--- config.mk ---
export PLATFORM = sky130hd
export DESIGN_NAME = imem_loader
export DESIGN_NICKNAME = d
export VERILOG_FILES = /design/src/rtl/imem_loader.sv
export SDC_FILE = /design/constraint.sdc
export NUM_CORES = 1
export LEC_CHECK = 0
export BUFFER_PORTS_ARGS = -buffer_cell sky130_fd_sc_hd__buf_2
export CELL_PAD_IN_SITES_DETAIL_PLACEMENT = 0
export CELL_PAD_IN_SITES_GLOBAL_PLACEMENT = 2
export CORE_MARGIN = 2
export CORE_UTILIZATION = 29
export CTS_CLUSTER_DIAMETER = 80
export DETAILED_ROUTE_END_ITERATION = 7
export GPL_TIMING_DRIVEN = 0
export PLACE_DENSITY_LB_ADDON = 0.1
export SLEW_MARGIN = 20
export SYNTH_ARGS = -nofsm -noshare
export SYNTH_HDL_FRONTEND = slang
export SYNTH_SLANG_ARGS = --single-unit
--- constraint.sdc ---
create_clock -name clk_i -period 1.9 [get_ports clk_i]
set_clock_uncertainty 0.05 [all_clocks]
set_input_delay 0.19 -clock clk_i [delete_from_list [all_inputs] [get_ports clk_i]]
set_output_delay 0.19 -clock clk_i [all_outputs]
set_load 0.05 [all_outputs]
--- src/rtl/imem_loader.sv ---
// imem_loader: packs an incoming byte stream little-endian into 32-bit words
// and writes them to consecutive IMem addresses starting at 0.
module imem_loader #(
    parameter int word_size = 32,
    parameter int addr_bits = 8,
    parameter int depth     = 256
) (
    input  logic                 clk_i,
    input  logic                 rst_ni,
    input  logic                 start_i,
    input  logic                 byte_valid_i,
    input  logic [7:0]           byte_data_i,
    input  logic                 byte_last_i,
    output logic                 byte_ready_o,
    output logic                 wr_en_o,
    output logic [addr_bits-1:0] wr_addr_o,
    output logic [word_size-1:0] wr_data_o,
    output logic                 busy_o,
    output logic                 done_o,
    output logic                 error_o,
    output logic [addr_bits:0]   word_count_o
);

    typedef enum logic [1:0] {IDLE, LOAD, WRITE, DONE} state_e;

    localparam logic [addr_bits-1:0] LastAddr = addr_bits'(depth - 1);

    state_e               state_q, state_d;
    logic [addr_bits-1:0] addr_q, addr_d;
    logic [1:0]           idx_q, idx_d;
    logic [word_size-1:0] word_q, word_d;
    logic                 last_q, last_d;
    logic                 error_q, error_d;
    logic [addr_bits:0]   count_q, count_d;

    always_ff @(posedge clk_i) begin
        if (!rst_ni) begin
            state_q <= IDLE;
            addr_q  <= '0;
            idx_q   <= '0;
            word_q  <= '0;
            last_q  <= 1'b0;
            error_q <= 1'b0;
            count_q <= '0;
        end else begin
            state_q <= state_d;
            addr_q  <= addr_d;
            idx_q   <= idx_d;
            word_q  <= word_d;
            last_q  <= last_d;
            error_q <= error_d;
            count_q <= count_d;
        end
    end

    always_comb begin
        state_d = state_q;
        addr_d  = addr_q;
        idx_d   = idx_q;
        word_d  = word_q;
        last_d  = last_q;
        error_d = error_q;
        count_d = count_q;
        unique case (state_q)
            IDLE, DONE: begin
                if (start_i) begin
                    state_d = LOAD;
                    addr_d  = '0;
                    idx_d   = '0;
                    word_d  = '0;
                    last_d  = 1'b0;
                    error_d = 1'b0;
                    count_d = '0;
                end
            end
            LOAD: begin
                if (byte_valid_i) begin
                    word_d[8*idx_q +: 8] = byte_data_i;
                    idx_d  = idx_q + 2'd1;
                    last_d = byte_last_i;
                    if (idx_q == 2'd3 || byte_last_i) begin
                        state_d = WRITE;
                    end
                end
            end
            WRITE: begin
                count_d = count_q + 1'b1;
                if (last_q) begin
                    state_d = DONE;
                    error_d = 1'b0;
                end else if (addr_q == LastAddr) begin
                    // Image does not fit: stop rather than wrap over word 0.
                    state_d = DONE;
                    error_d = 1'b1;
                end else begin
                    state_d = LOAD;
                    addr_d  = addr_q + 1'b1;
                    idx_d   = '0;
                    word_d  = '0;
                end
            end
            default: state_d = IDLE;
        endcase
    end

    // Outputs come straight from state flops, so none are combinational in inputs.
    assign byte_ready_o = (state_q == LOAD);
    assign wr_en_o      = (state_q == WRITE);
    assign busy_o       = (state_q == LOAD) || (state_q == WRITE);
    assign done_o       = (state_q == DONE);
    assign error_o      = error_q;
    assign wr_addr_o    = addr_q;
    assign wr_data_o    = word_q;
    assign word_count_o = count_q;

endmodule

Word level (Yosys, flattened, before mapping)
Index checks and enable logic that the tools add are counted.
{"block": "classes", "add_sub_neg": 4, "n_eq_ne": 11, "shifts": 2, "mux": 29, "reduce_logical": 12}
{"operator": "$mux W32", "n": 4}
{"operator": "$pmux W32 S3", "n": 1}
{"operator": "$neg A5 Y34", "n": 1}
{"operator": "$shift A8 B34 Y32 const A", "n": 1}
{"operator": "$shiftx A8 B34 Y32", "n": 1}
{"operator": "$bwmux W32", "n": 1}
{"operator": "$mux W8", "n": 3}
{"operator": "$mux W2", "n": 9}
{"operator": "$pmux W9 S2", "n": 1}
{"operator": "$pmux W8 S2", "n": 1}
{"operator": "$pmux W2 S3", "n": 2}
{"operator": "$add A9 B1 Y9 const B", "n": 1}
{"operator": "$mux W9", "n": 1}
{"operator": "$reduce_and A3 Y1", "n": 3}
{"operator": "$add A8 B1 Y8 const B", "n": 1}
{"operator": "$eq A8 B8 Y1 const B", "n": 1}
{"operator": "$ne A2 B2 Y1 const B", "n": 4}
{"operator": "$reduce_and A4 Y1", "n": 2}
{"operator": "$eq A2 B2 Y1 const B", "n": 3}
{"operator": "$mux W1", "n": 4}
{"operator": "$pmux W1 S2", "n": 2}
{"operator": "$reduce_bool A2 Y1", "n": 2}
{"operator": "$ne A3 B1 Y1 const B", "n": 1}
{"operator": "$add A2 B1 Y2 const B", "n": 1}
{"operator": "other kinds (6)", "n": 7}
{"block": "totals", "ff_bits": 55}

Longest topological paths before layout
Gate-level depths: netlist of run 1.
{"block": "logic_depth", "ltp_word": 5, "ltp_mapped": 9, "mapped_depth_nobuf": 6}

Worst setup path before layout of run 1
Ideal clock, no wire load.
{"block": "synth_path", "path_type": "reg2reg", "startpoint": "register state_q[0]", "endpoint": "register word_q[17], in the netlist wr_data_o[17]", "setup_time_ns": 0.072, "t_arrival_ns": 2.042, "path_slack_ns": -0.263, "stages_incl_launch_ff": 9, "path_buffers": 2, "cell_sequence": "dfxtp_1 > inv_1 > ha_1 > buf_6 > and2_0 > a31oi_4 > o211a_1 > buf_6 > mux2i_1"}
{"element": "from (decl)", "line_no": "28", "source": "state_e state_q, state_d;"}
{"element": "from (signal assigned)", "line_no": "46", "source": "state_q <= state_d;"}
{"element": "$eq A2 B2 Y1 *"}
{"element": "named net wr_en_o", "line_no": "15", "source": "output logic wr_en_o,"}
{"element": "$ne A2 B2 Y1 (no line)"}
{"element": "$reduce_and A4 Y1 (no line)"}
{"element": "to (signal assigned)", "line_no": "49", "source": "word_q <= word_d;"}
{"element": "to (decl)", "line_no": "31", "source": "logic [word_size-1:0] word_q, word_d;"}
Mark *: on every way through the listed nets, which the timed path passes. The rest lies on a longest branch.
A chain may end at the register's enable or synchronous reset.

Worst setup path in the final report of run 1
{"block": "layout_path", "startpoint": "register addr_q[0], in the netlist wr_addr_o[0]", "endpoint": "register addr_q[7], in the netlist wr_addr_o[7]"}
{"block": "layout_via", "elab_chain_cells": 4}
{"element": "from (decl)", "line_no": "29", "source": "logic [addr_bits-1:0] addr_q, addr_d;"}
{"element": "from (signal assigned)", "line_no": "47", "source": "addr_q <= addr_d;"}
{"element": "$add A8 B1 Y8", "line_no": "97", "source": "addr_d = addr_q + 1'b1;"}
{"element": "$mux W8", "line_no": "91", "source": "end else if (addr_q == LastAddr) begin"}
{"element": "$mux W8", "line_no": "88", "source": "if (last_q) begin"}
{"element": "$pmux W8 S2", "line_no": "64", "source": "unique case (state_q)"}
Parallel ways exist; a longest one is shown, timed or not. The select of a mux whose other input is x is not followed.

==> results of run 1 <==
layer usage:
metal  up-vias  global-route usage  wire length, um
met5         -                   0                0
met4         0              0.0447               80
met3         7              0.0255              221
met2        35               0.230             3490
met1      1159               0.224             3950
li1       1230                   -                -
layout by cell type (no fill, tap or decap), types with 2 or more instances in the layout:
master	n
inv_2	2
o21ai_0	5
and3_1	3
o21ai_1	4
nor3_4	3
nand2b_1	3
ha_2	2
buf_6	7
or3_1	2
xor2_1	5
inv_1	4
nand3_1	35
buf_4	4
a211oi_1	3
ha_4	2
nand2_1	44
nor2b_1	2
o311ai_1	2
clkbuf_8	6
dfxtp_2	3
nand4_1	5
buf_2	67
clkbuf_1	9
nand3b_1	2
o211ai_4	3
dfxtp_1	49
a21oi_1	9
o22ai_1	5
mux2i_1	27
dfxtp_4	3
nor2_1	11
ha_1	8
final cells by class:
| cell class | count | area share |
|---|---|---|
| Tap cell | 111 | 0.0394 |
| Clock inverter | 1 | 0.00142 |
| Timing Repair Buffer | 72 | 0.113 |
| Inverter | 8 | 0.0121 |
| Buffer | 15 | 0.0302 |
| Sequential cell | 55 | 0.317 |
| Multi-Input combinational cell | 218 | 0.466 |
| Clock buffer | 7 | 0.0216 |
power groups by stage:
stage	Sequential, mW	Clock [mW]	Combinational, mW
floorplan	1.28	0	0.508
global placement	1.24	0	0.718
detailed placement	1.24	0	0.714
CTS	1.21	0.690	0.751
global route	1.22	0.721	0.834
finish	1.21	0.649	0.775
flip-flops by register name, summed over array words and instances, names as in the netlist:
name / count
error_o: 1
idx_q: 2
last_q: 1
state_q: 2
word_count_o: 9
wr_addr_o: 8
wr_data_o: 32
worst max-delay path: stages, from the launching register on:
cell     delay, ps
dfxtp_2        360
ha_2           210
and3_4         180
buf_6          130
a31o_4         290
o41a_1         420
nor3_2         100
stage by stage:
step,hold WS [ps],util,power (mW)
after floorplan,291,-,1.79
after global placement,394,0.353,1.95
after detailed placement,399,0.353,1.95
after CTS,108,0.371,2.65
after global routing,139,0.383,2.77
final,134,0.383,2.64
how the worst max path moves through the flow:
stage	startpoint	end	slack (ps)	cells past startpoint
floorplan	state_q[0]	wr_data_o[17]	4	8
global placement	idx_q[0]	wr_data_o[8]	-390	6
detailed placement	idx_q[0]	wr_data_o[9]	-380	6
CTS	idx_q[0]	wr_data_o[9]	-20	6
global route	idx_q[0]	wr_data_o[19]	-5	7
finish	wr_addr_o[0]	wr_addr_o[7]	90	6
kinds of logic after synthesis:
group                    Yosys count  synth area share
adder cells (fa/ha/maj)           12            0.0546
multiplexers                      29             0.107
buffers and inverters             24            0.0478
XOR/XNOR                           5            0.0159
flip-flops                        55             0.401
AO/OA/AOI/OAI                     50             0.149
AND/OR/NAND/NOR                  122             0.224
repair_timing:
item,CTS,global route
gates cloned,0,0
endpoints found under the setup margin,33,37
setup buffers,4,3
resized for setup,12,20
pin swaps,1,8
==> qor.txt, run 1 <==
STATUS
------------------------------------------------------------------------------------
Run status ............................................................ complete, no violations

STA
------------------------------------------------------------------------------------
Setup slack of the critical path after layout .........................      89.1 ps
Setup TNS .............................................................         0 ps
Transition time at the pin with the least slew margin .................       588 ps
Relative slew margins .................................................        0.608
Upper clock frequency limit ...........................................      552 MHz
Part of the cycle the worst path needs ................................        0.953
Count of final setup violators ........................................            0
Final hold violations .................................................            0
Final count of pins violating max slew ................................            0
Final min period ......................................................      1810 ps

SYNTH
------------------------------------------------------------------------------------
Post-synth top flop ...................................................      dfxtp_1
Synth cell types ......................................................           58
Most common cell in the synthesized netlist ...........................      dfxtp_1
Share of the synthesized area in the top cell type ....................        0.401
Cell count after synthesis ............................................          297
Largest cells by area after synthesis ................................. dfxtp_1 40%, mux2i_1 10%, nand3_1 6.6%
Number of enable-type register cells in the synthesized netlist .......            0
Sequential share of the synthesized area ..............................        0.401
Post-synthesis register bit count .....................................           55
Post-synth top area cell ..............................................      dfxtp_1
Post-synth net total ..................................................          322
Mean Syn Cell Area ....................................................     9.25 um2
Count of synthesis-stage warnings from yosys ..........................            0
Ys async rst share ....................................................            0
Top cells by instance count after synthesis ........................... 55 x dfxtp_1, 44 x nand2_1, 36 x nand3_1, 28 x mux2i_1, 12 x ha_1
Post-Synthesis Cell Area ..............................................     2750 um2

PLACE
------------------------------------------------------------------------------------
Placed wire-length estimate ...........................................      5630 um
Inst Count DP .........................................................          473
Worst slack at placement ..............................................      -383 ps
Global placement routability congestion ...............................        0.731
Quantity of I/O buffers inserted on ports .............................           65
Cell area after placement .............................................     3250 um2

RUN
------------------------------------------------------------------------------------
Max-Cap Viols .........................................................            0

SETUP PATH
------------------------------------------------------------------------------------
Critical path startpoint category .....................................    flip-flop
Register-to-register setup slack ......................................        90 ps
Crit path DAT .........................................................      2000 ps
Required time at the worst-slack endpoint .............................      2090 ps
Kind of critical path ................................................. flip-flop to flip-flop
Reg-to-reg startpoint ................................................. wr_addr_o[0]
Reg2reg end ........................................................... wr_addr_o[7]
Kind of end point of the critical path ................................    flip-flop
CP max FO .............................................................           10
Cell depth of the worst flop-to-flop path .............................            6

CLOCKING
------------------------------------------------------------------------------------
Clock tree root buffer cell ...........................................     clkbuf_8
Cts bufs inserted .....................................................            5
Number of buffers inserted for hold repair after clock tree synthesis .            0
Clock-pin slew on the worst setup and hold paths ......................       100 ps
Clock sink total ......................................................           55
Number of buffers on the longest clock path ...........................            2
CTS tree ..............................................................          yes
H-tree lvl count ......................................................            2
Insertion delay to the later sink of the worst-skew pair ..............       310 ps

GLOBAL ROUTING
------------------------------------------------------------------------------------
Number of global-route vias before repair .............................        2,303
Global-route wire length before repair ................................    12,300 um
Overflow after GRT ....................................................            0
Initial antenna violation count .......................................            0
Total global routing track utilization ................................        0.153
Largest net degree at the start of global routing .....................           16

POWER
------------------------------------------------------------------------------------
Part of the power in combinational logic ..............................        0.294
Int Power .............................................................      1.73 mW
Worst IR drop on VDD ..................................................   0.000296 V
Power density over the cells ..........................................   748 nW/um2
Switching portion of total power ......................................        0.344
Standby leakage power .................................................      1.49 nW
Register share of total power .........................................        0.460
Power share of the clock group ........................................        0.246
Switching power of the nets ...........................................       908 uW

HOLD PATH
------------------------------------------------------------------------------------
WHS Endpoint .......................................................... wr_data_o[14]
Worst Hold Depth ......................................................            3
Hold path startpoint .................................................. byte_data_i[6]
Hold crit path type ................................................... input pin to flip-flop

CELLS AND AREA
------------------------------------------------------------------------------------
Fill cell total of the finished layout ................................          988
Fraction of layout cells with a size suffix above 1 ...................        0.330
Area occupied by multi-input gates ....................................     1640 um2
Design Area, Final ....................................................     3530 um2
Storage element area ..................................................     1120 um2
Synth-to-Final Area Change ............................................        28.3%
# diodes ..............................................................            0
Post-route insts no fill ..............................................          487
# nets final ..........................................................          400

DIE
------------------------------------------------------------------------------------
Height of the die .....................................................       101 um
Placeable Area ........................................................     9200 um2
Floorplan die width ...................................................       101 um
Effective utilization at floorplan ....................................        0.299
Row Count .............................................................           35
I/O pin cnt ...........................................................           67
Die area ..............................................................   10,300 um2

ROUTING
------------------------------------------------------------------------------------
Vias per Instance .....................................................         4.99
Post-DR wirelength/cell ...............................................      15.9 um
Residual DRC count ....................................................            0
Via total after detailed routing ......................................        2,431
Number of DRC markers in iteration 0 ..................................           75
Drt first pass iters ..................................................            4
Total Routed Length ...................................................      7750 um
Residual antenna-violating net count after detailed routing ...........            0

Power figures use the tool's default switching activity.
==> inputs of run 2 (changes only) <==
- RECOVER_POWER: default -> 25
==> qor.txt, run 2 (synthesis gave the netlist of run 1 again) <==
DIE
------------------------------------------------------------------------------------
Row Count .............................................................           35   unchanged
Effective utilization at floorplan ....................................        0.299   unchanged
Height of the die .....................................................       101 um   unchanged
Die area ..............................................................   10,300 um2   unchanged
Floorplan die width ...................................................       101 um   unchanged
I/O pin cnt ...........................................................           67   unchanged
Placeable Area ........................................................     9200 um2   unchanged

SETUP PATH
------------------------------------------------------------------------------------
Slowest-stage cell, CP ................................................       o41a_1
Required time at the worst-slack endpoint .............................      2090 ps   about the same
Kind of critical path ................................................. flip-flop to flip-flop
Kind of end point of the critical path ................................    flip-flop
Sequence of cells on the critical path ................................ ha_2 -> and3_4 -> buf_6 -> a31o_4 -> o41a_1 -> nor3_2
Cell class contributing the biggest share of worst-path delay ......... compound AO/OA/AOI/OAI gates
Crit path DAT .........................................................      2000 ps   about the same
Register-to-register setup slack ......................................        90 ps   about the same
Slowest stage delay, CP ...............................................       420 ps   about the same
Critical path startpoint category .....................................    flip-flop
Cell depth of the worst flop-to-flop path .............................            6   unchanged
CP max FO .............................................................           10   unchanged
Reg2reg end ........................................................... wr_addr_o[7]
Crit path buf inv count ...............................................            1   unchanged
Reg-to-reg startpoint ................................................. wr_addr_o[0]

STATUS
------------------------------------------------------------------------------------
Run status ............................................................ complete, no violations

CELLS AND AREA
------------------------------------------------------------------------------------
Share of the core filled with cells in the final layout ...............        0.380   -0.00367
Synth-to-Final Area Change ............................................        27.1%
Post-route insts no fill ..............................................          487   unchanged
Most common cell after layout, fill and taps aside ....................      dfxtp_1
Flip-flop count of the largest register after layout ..................           32   unchanged
Fraction of layout cells with a size suffix above 1 ...................        0.258   -0.0718
Most frequent cells in the layout ..................................... 49 x dfxtp_1, 44 x nand2_1, 40 x buf_2
Design Area, Final ....................................................     3490 um2   -0.96%
Fill cell total of the finished layout ................................        1,003   +1.5%
# nets final ..........................................................          400   unchanged
# diodes ..............................................................            0   unchanged

GLOBAL ROUTING
------------------------------------------------------------------------------------
Global-route wire length before repair ................................    12,300 um   unchanged
Initial antenna violation count .......................................            0   unchanged
Number of global-route vias before repair .............................        2,303   unchanged
Total global routing track utilization ................................        0.153   unchanged
Overflow after GRT ....................................................            0   unchanged
Largest net degree at the start of global routing .....................           16   unchanged

STA
------------------------------------------------------------------------------------
Upper clock frequency limit ...........................................      552 MHz   about the same
Count of final setup violators ........................................            0   unchanged
Relative slew margins .................................................        0.587   -0.0212
Setup slack of the critical path after layout .........................      89.1 ps   -0.000600 ps
Final count of pins violating max slew ................................            0   unchanged
Final min period ......................................................      1810 ps   +0.000600 ps
Transition time at the pin with the least slew margin .................       623 ps   +34.4 ps
Part of the cycle the worst path needs ................................        0.953   about the same
Setup TNS .............................................................         0 ps   unchanged
Final hold violations .................................................            0   unchanged

RUN
------------------------------------------------------------------------------------
Max-Cap Viols .........................................................            0   unchanged

CLOCKING
------------------------------------------------------------------------------------
H-tree lvl count ......................................................            2   unchanged
Clock-pin slew on the worst setup and hold paths ......................       100 ps   about the same
CTS tree ..............................................................          yes
Cts bufs inserted .....................................................            5   unchanged
Number of buffers on the longest clock path ...........................            2   unchanged
Clock tree root buffer cell ...........................................     clkbuf_8
Clock sink total ......................................................           55   unchanged
Number of buffers inserted for hold repair after clock tree synthesis .            0   unchanged
Insertion delay to the later sink of the worst-skew pair ..............       310 ps   about the same

POWER
------------------------------------------------------------------------------------
Standby leakage power .................................................      1.37 nW   -7.9%
Power density over the cells ..........................................   755 nW/um2   +0.88%
Power share of the clock group ........................................        0.247   about the same
Switching power of the nets ...........................................       910 uW   +0.17%
Int Power .............................................................      1.73 mW   -0.22%
Part of the power in combinational logic ..............................        0.293   about the same
Switching portion of total power ......................................        0.345   +0.000878
Register share of total power .........................................        0.460   about the same
Worst IR drop on VDD ..................................................   0.000296 V   about the same

ROUTING
------------------------------------------------------------------------------------
Number of DRC markers in iteration 0 ..................................           74   -1.3%
Via total after detailed routing ......................................        2,428   -0.12%
Residual DRC count ....................................................            0   unchanged
Residual antenna-violating net count after detailed routing ...........            0   unchanged
Drt first pass iters ..................................................            4   unchanged
Vias per Instance .....................................................         4.99   -0.12%
Total Routed Length ...................................................      7780 um   +0.39%
Post-DR wirelength/cell ...............................................      16.0 um   +0.39%

HOLD PATH
------------------------------------------------------------------------------------
Hold path startpoint .................................................. byte_data_i[5]
WHS Endpoint .......................................................... wr_data_o[13]
Hold crit path type ................................................... input pin to flip-flop
Worst Hold Depth ......................................................            3   unchanged

PLACE
------------------------------------------------------------------------------------
Placed wire-length estimate ...........................................      5630 um   unchanged
Worst slack at placement ..............................................      -383 ps   unchanged
Quantity of I/O buffers inserted on ports .............................           65   unchanged
Cell area after placement .............................................     3250 um2   unchanged
Global placement routability congestion ...............................        0.731   unchanged
Inst Count DP .........................................................          473   unchanged

## run 2: changes by cell type in the layout (fill, tap and decap cells not counted), sizes merged
| cell | previous run | this run |
|---|---|---|
| buf | 79 | 52 |
| clkbuf | 15 | 42 |
## run 2: what timing repair did
action                     CTS  global route
pin swaps                    1             8
resized for setup           12            20
buffers inserted             4             3
setup endpoints to repair   33            37
## run 2: through the flow
stage	hold slack (ps)	power [mW]
3_5_place_dp	399	1.95
6_report	131	2.64
3_3_place_gp	394	1.95
5_1_grt	139	2.77
4_1_cts	108	2.65
2_1_floorplan	291	1.79
## run 2: final cells by class
type | count | area [um2] | share of cell area
multi-input combinational | 218 | 1640 | 0.470
sequential | 55 | 1120 | 0.320
timing repair buffer | 72 | 364 | 0.104
tap | 111 | 139 | 0.0398
buffer | 15 | 106 | 0.0305
clock buffer | 7 | 76.3 | 0.0219
inverter | 8 | 42.5 | 0.0122
clock inverter | 1 | 5.00 | 0.00143
## run 2: power by group through the flow
stage | clock, mW | combinational [mW] | sequential, mW
after floorplan | 0 | 0.508 | 1.28
after global placement | 0 | 0.718 | 1.24
after detailed placement | 0 | 0.714 | 1.24
after CTS | 0.690 | 0.751 | 1.21
after global routing | 0.721 | 0.830 | 1.22
final | 0.650 | 0.772 | 1.21
## run 2: worst reg2reg max path, delay by kind of cell, from the launching register on
| kind | cells | cell delay, ps |
|---|---|---|
| AOI/OAI and AO/OA | 2 | 720 |
| adders and majority gates | 1 | 210 |
| buffers and inverters | 1 | 130 |
| DFF | 1 | 360 |
| and+or+nand+nor | 2 | 280 |
## run 2: metal layers
metal / track usage / wire length [um] / up-vias
li1: - / - / 1229
met5: 0 / 0 / -
met4: 0.0447 / 80 / 0
met1: 0.224 / 3980 / 1159
met2: 0.230 / 3490 / 33
met3: 0.0255 / 228 / 7
## run 2: how the worst max path moves through the flow
stage,startpoint,to,slack (ps),cells past startpoint
after floorplan,state_q[0],wr_data_o[17],4,8
after global placement,idx_q[0],wr_data_o[8],-390,6
after detailed placement,idx_q[0],wr_data_o[9],-380,6
after CTS,idx_q[0],wr_data_o[9],-20,6
after global routing,idx_q[0],wr_data_o[19],-5,7
final,wr_addr_o[0],wr_addr_o[7],90,6
==> inputs of run 3 (changes only) <==
--- a/config.mk
+++ b/config.mk
@@ -7,3 +7,3 @@
 export LEC_CHECK = 0
-export BUFFER_PORTS_ARGS = -buffer_cell sky130_fd_sc_hd__buf_2
+export BUFFER_PORTS_ARGS = -buffer_cell sky130_fd_sc_hd__buf_4
 export CELL_PAD_IN_SITES_DETAIL_PLACEMENT = 0
@@ -12,2 +12,3 @@
 export CORE_UTILIZATION = 29
+export CTS_BUF_LIST = sky130_fd_sc_hd__clkbuf_16
 export CTS_CLUSTER_DIAMETER = 80
--- a/constraint.sdc
+++ b/constraint.sdc
@@ -4,2 +4,2 @@
 set_output_delay 0.19 -clock clk_i [all_outputs]
-set_load 0.05 [all_outputs]
+set_load 0.01 [all_outputs]
==> qor.txt, run 3 (synthesis gave the netlist of run 1 again) <==
STATUS
------------------------------------------------------------------------------------
Run status ............................................................ complete, no violations

SETUP PATH
------------------------------------------------------------------------------------
Cell with the most instances on the worst path ........................        buf_6
Crit path DAT .........................................................      1970 ps   -30 ps
Crit path buf inv count ...............................................            4   +3
Critical path startpoint category .....................................    flip-flop
Slowest-stage cell, CP ................................................      dfxtp_4
Slowest stage delay, CP ...............................................       360 ps   -60 ps
Kind of end point of the critical path ................................    flip-flop
CP max FO .............................................................            8   -2
Required time at the worst-slack endpoint .............................      2070 ps   -20 ps
Sequence of cells on the critical path ................................ inv_2 -> ha_4 -> buf_6 -> and2_4 -> a31oi_4 -> buf_12 -> o211a_1 -> buf_6 -> mux2i_1
Kind of critical path ................................................. flip-flop to flip-flop
Cell class contributing the biggest share of worst-path delay ......... buffers and inverters

STA
------------------------------------------------------------------------------------
Relative slew margins .................................................        0.664   +0.0777
Upper clock frequency limit ...........................................      555 MHz   +0.53%
Final count of pins violating max slew ................................            0   unchanged
Final min period ......................................................      1800 ps   -9.55 ps
Part of the cycle the worst path needs ................................        0.948   -0.00502
Transition time at the pin with the least slew margin .................       503 ps   -119 ps
Setup slack of the critical path after layout .........................      98.7 ps   +9.55 ps
Worst hold margin .....................................................       139 ps   +7.81 ps
Setup TNS .............................................................         0 ps   unchanged
Unrepaired setup endpoints after global routing .......................        false
Count of final setup violators ........................................            0   unchanged
Final hold violations .................................................            0   unchanged

PLACE
------------------------------------------------------------------------------------
Quantity of I/O buffers inserted on ports .............................           65   unchanged
Global placement routability congestion ...............................        0.727   -0.55%
Placed wire-length estimate ...........................................      5730 um   +1.7%
Inst Count DP .........................................................          473   unchanged
Worst slack at placement ..............................................      -399 ps   -16.6 ps

POWER
------------------------------------------------------------------------------------
Power density over the cells ..........................................   771 nW/um2   +2.1%
Switching portion of total power ......................................        0.304   -0.0413
Standby leakage power .................................................      1.44 nW   +4.9%
Switching power of the nets ...........................................       861 uW   -5.4%
Int Power .............................................................      1.97 mW   +14%
Part of the power in combinational logic ..............................        0.258   -0.035
Power share of the clock group ........................................        0.315   +0.068
Worst IR drop on VDD ..................................................   0.000332 V   +12%
Register share of total power .........................................        0.428   -0.032

CLOCKING
------------------------------------------------------------------------------------
Clock-pin slew on the worst setup and hold paths ......................        70 ps   -30 ps
Number of buffers on the longest clock path ...........................            2   unchanged
Insertion delay to the later sink of the worst-skew pair ..............       290 ps   -20 ps
Number of buffers inserted for hold repair after clock tree synthesis .            0   unchanged
Clock sink total ......................................................           55   unchanged
Cts bufs inserted .....................................................            5   unchanged
CTS tree ..............................................................          yes
H-tree lvl count ......................................................            2   unchanged
Clock tree root buffer cell ...........................................    clkbuf_16

CELLS AND AREA
------------------------------------------------------------------------------------
Post-route insts no fill ..............................................          489   +0.41%
Flip-flop count of the largest register after layout ..................           32   unchanged
Most common cell after layout, fill and taps aside ....................      dfxtp_1
Fraction of layout cells with a size suffix above 1 ...................        0.257   -0.00136
Synth-to-Final Area Change ............................................        33.8%
Share of the core filled with cells in the final layout ...............        0.400   +0.0200
# diodes ..............................................................            0   unchanged
# nets final ..........................................................          404   +1.0%
Most frequent cells in the layout ..................................... 50 x dfxtp_1, 46 x buf_4, 44 x nand2_1
Fill cell total of the finished layout ................................          995   -0.80%

ROUTING
------------------------------------------------------------------------------------
Drt first pass iters ..................................................            4   unchanged
Number of DRC markers in iteration 0 ..................................           73   -1.4%
Post-DR wirelength/cell ...............................................      16.1 um   +0.79%
Vias per Instance .....................................................         4.97   -0.29%
Via total after detailed routing ......................................        2,431   +0.12%
Residual antenna-violating net count after detailed routing ...........            0   unchanged
Total Routed Length ...................................................      7870 um   +1.2%
Residual DRC count ....................................................            0   unchanged

HOLD PATH
------------------------------------------------------------------------------------
Hold crit path type ................................................... input pin to flip-flop

GLOBAL ROUTING
------------------------------------------------------------------------------------
Overflow after GRT ....................................................            0   unchanged
Initial antenna violation count .......................................            0   unchanged
Total global routing track utilization ................................        0.157   +0.00450
Number of global-route vias before repair .............................        2,368   +2.8%
Largest net degree at the start of global routing .....................           16   unchanged
Global-route wire length before repair ................................    12,800 um   +4.0%

DIE
------------------------------------------------------------------------------------
Effective utilization at floorplan ....................................        0.299   unchanged
I/O pin cnt ...........................................................           67   unchanged
Floorplan die width ...................................................       101 um   unchanged
Placeable Area ........................................................     9200 um2   unchanged
Height of the die .....................................................       101 um   unchanged
Die area ..............................................................   10,300 um2   unchanged
Row Count .............................................................           35   unchanged

RUN
------------------------------------------------------------------------------------
Max-Cap Viols .........................................................            0   unchanged

==> run 3: cell count changes in the layout (fill, tap and decap cells not counted), moves of 2 or more <==
cell / previous run / this run
ha_2: 2 / 0
clkbuf_16: 0 / 5
clkbuf_1: 36 / 33
clkbuf_8: 6 / 0
buf_12: 1 / 3
buf_2: 40 / 2
buf_4: 4 / 46
==> run 3: timing repair <==
action | CTS | global route
setup endpoints to repair | 44 | 33
endpoints found under the hold margin | 0 | 0
gates resized for setup | 19 | 17
buffers inserted | 6 | 4
pin swaps | 3 | 3
==> run 3: through the flow <==
stage                     area, um2  power (mW)
final                          3680        2.83
after global routing           3680        2.97
after CTS                      3660        2.83
after detailed placement       3380        1.87
after global placement         3380        1.87
after floorplan                2750        1.68
==> run 3: power groups by stage <==
stage	Clock (mW)	Combinational [mW]	Sequential [mW]
2_1_floorplan	0	0.448	1.23
3_3_place_gp	0	0.641	1.23
3_5_place_dp	0	0.639	1.23
4_1_cts	0.922	0.698	1.21
5_1_grt	0.968	0.787	1.22
6_report	0.891	0.730	1.21
==> run 3: area by class of cell <==
cell class	count	area, um2	share of cell area
Tap cell	111	139	0.0378
Multi-Input combinational cell	218	1630	0.442
Buffer	16	119	0.0323
Timing Repair Buffer	75	503	0.137
Clock buffer	5	125	0.0340
Inverter	8	42.5	0.0116
Sequential cell	55	1110	0.303
Clock inverter	1	7.51	0.00204
==> run 3: tightest hold or removal path, cell delays in order <==
cell and delay, ps:
buf_4 130, nand3_1 60, mux2i_1 50
==> run 3: path summary, 6_finish.rpt <==
check | from | to | slack [ps] | cells after the start
setup / recovery | state_q[0] | wr_data_o[19] | 100 | 9
hold / removal | byte_data_i[7] | wr_data_o[7] | 140 | 3
setup reg to reg | state_q[0] | wr_data_o[19] | 100 | 9
hold reg to reg | wr_data_o[24] | wr_data_o[24] | 410 | 2
==> run 3: metal layers <==
layer  track usage  wire [um]  vias up
li1              -          -     1233
met1         0.227       3850     1151
met2         0.248       3710       42
met3        0.0248        257        5
met4        0.0343         56        0
met5             0          0        -
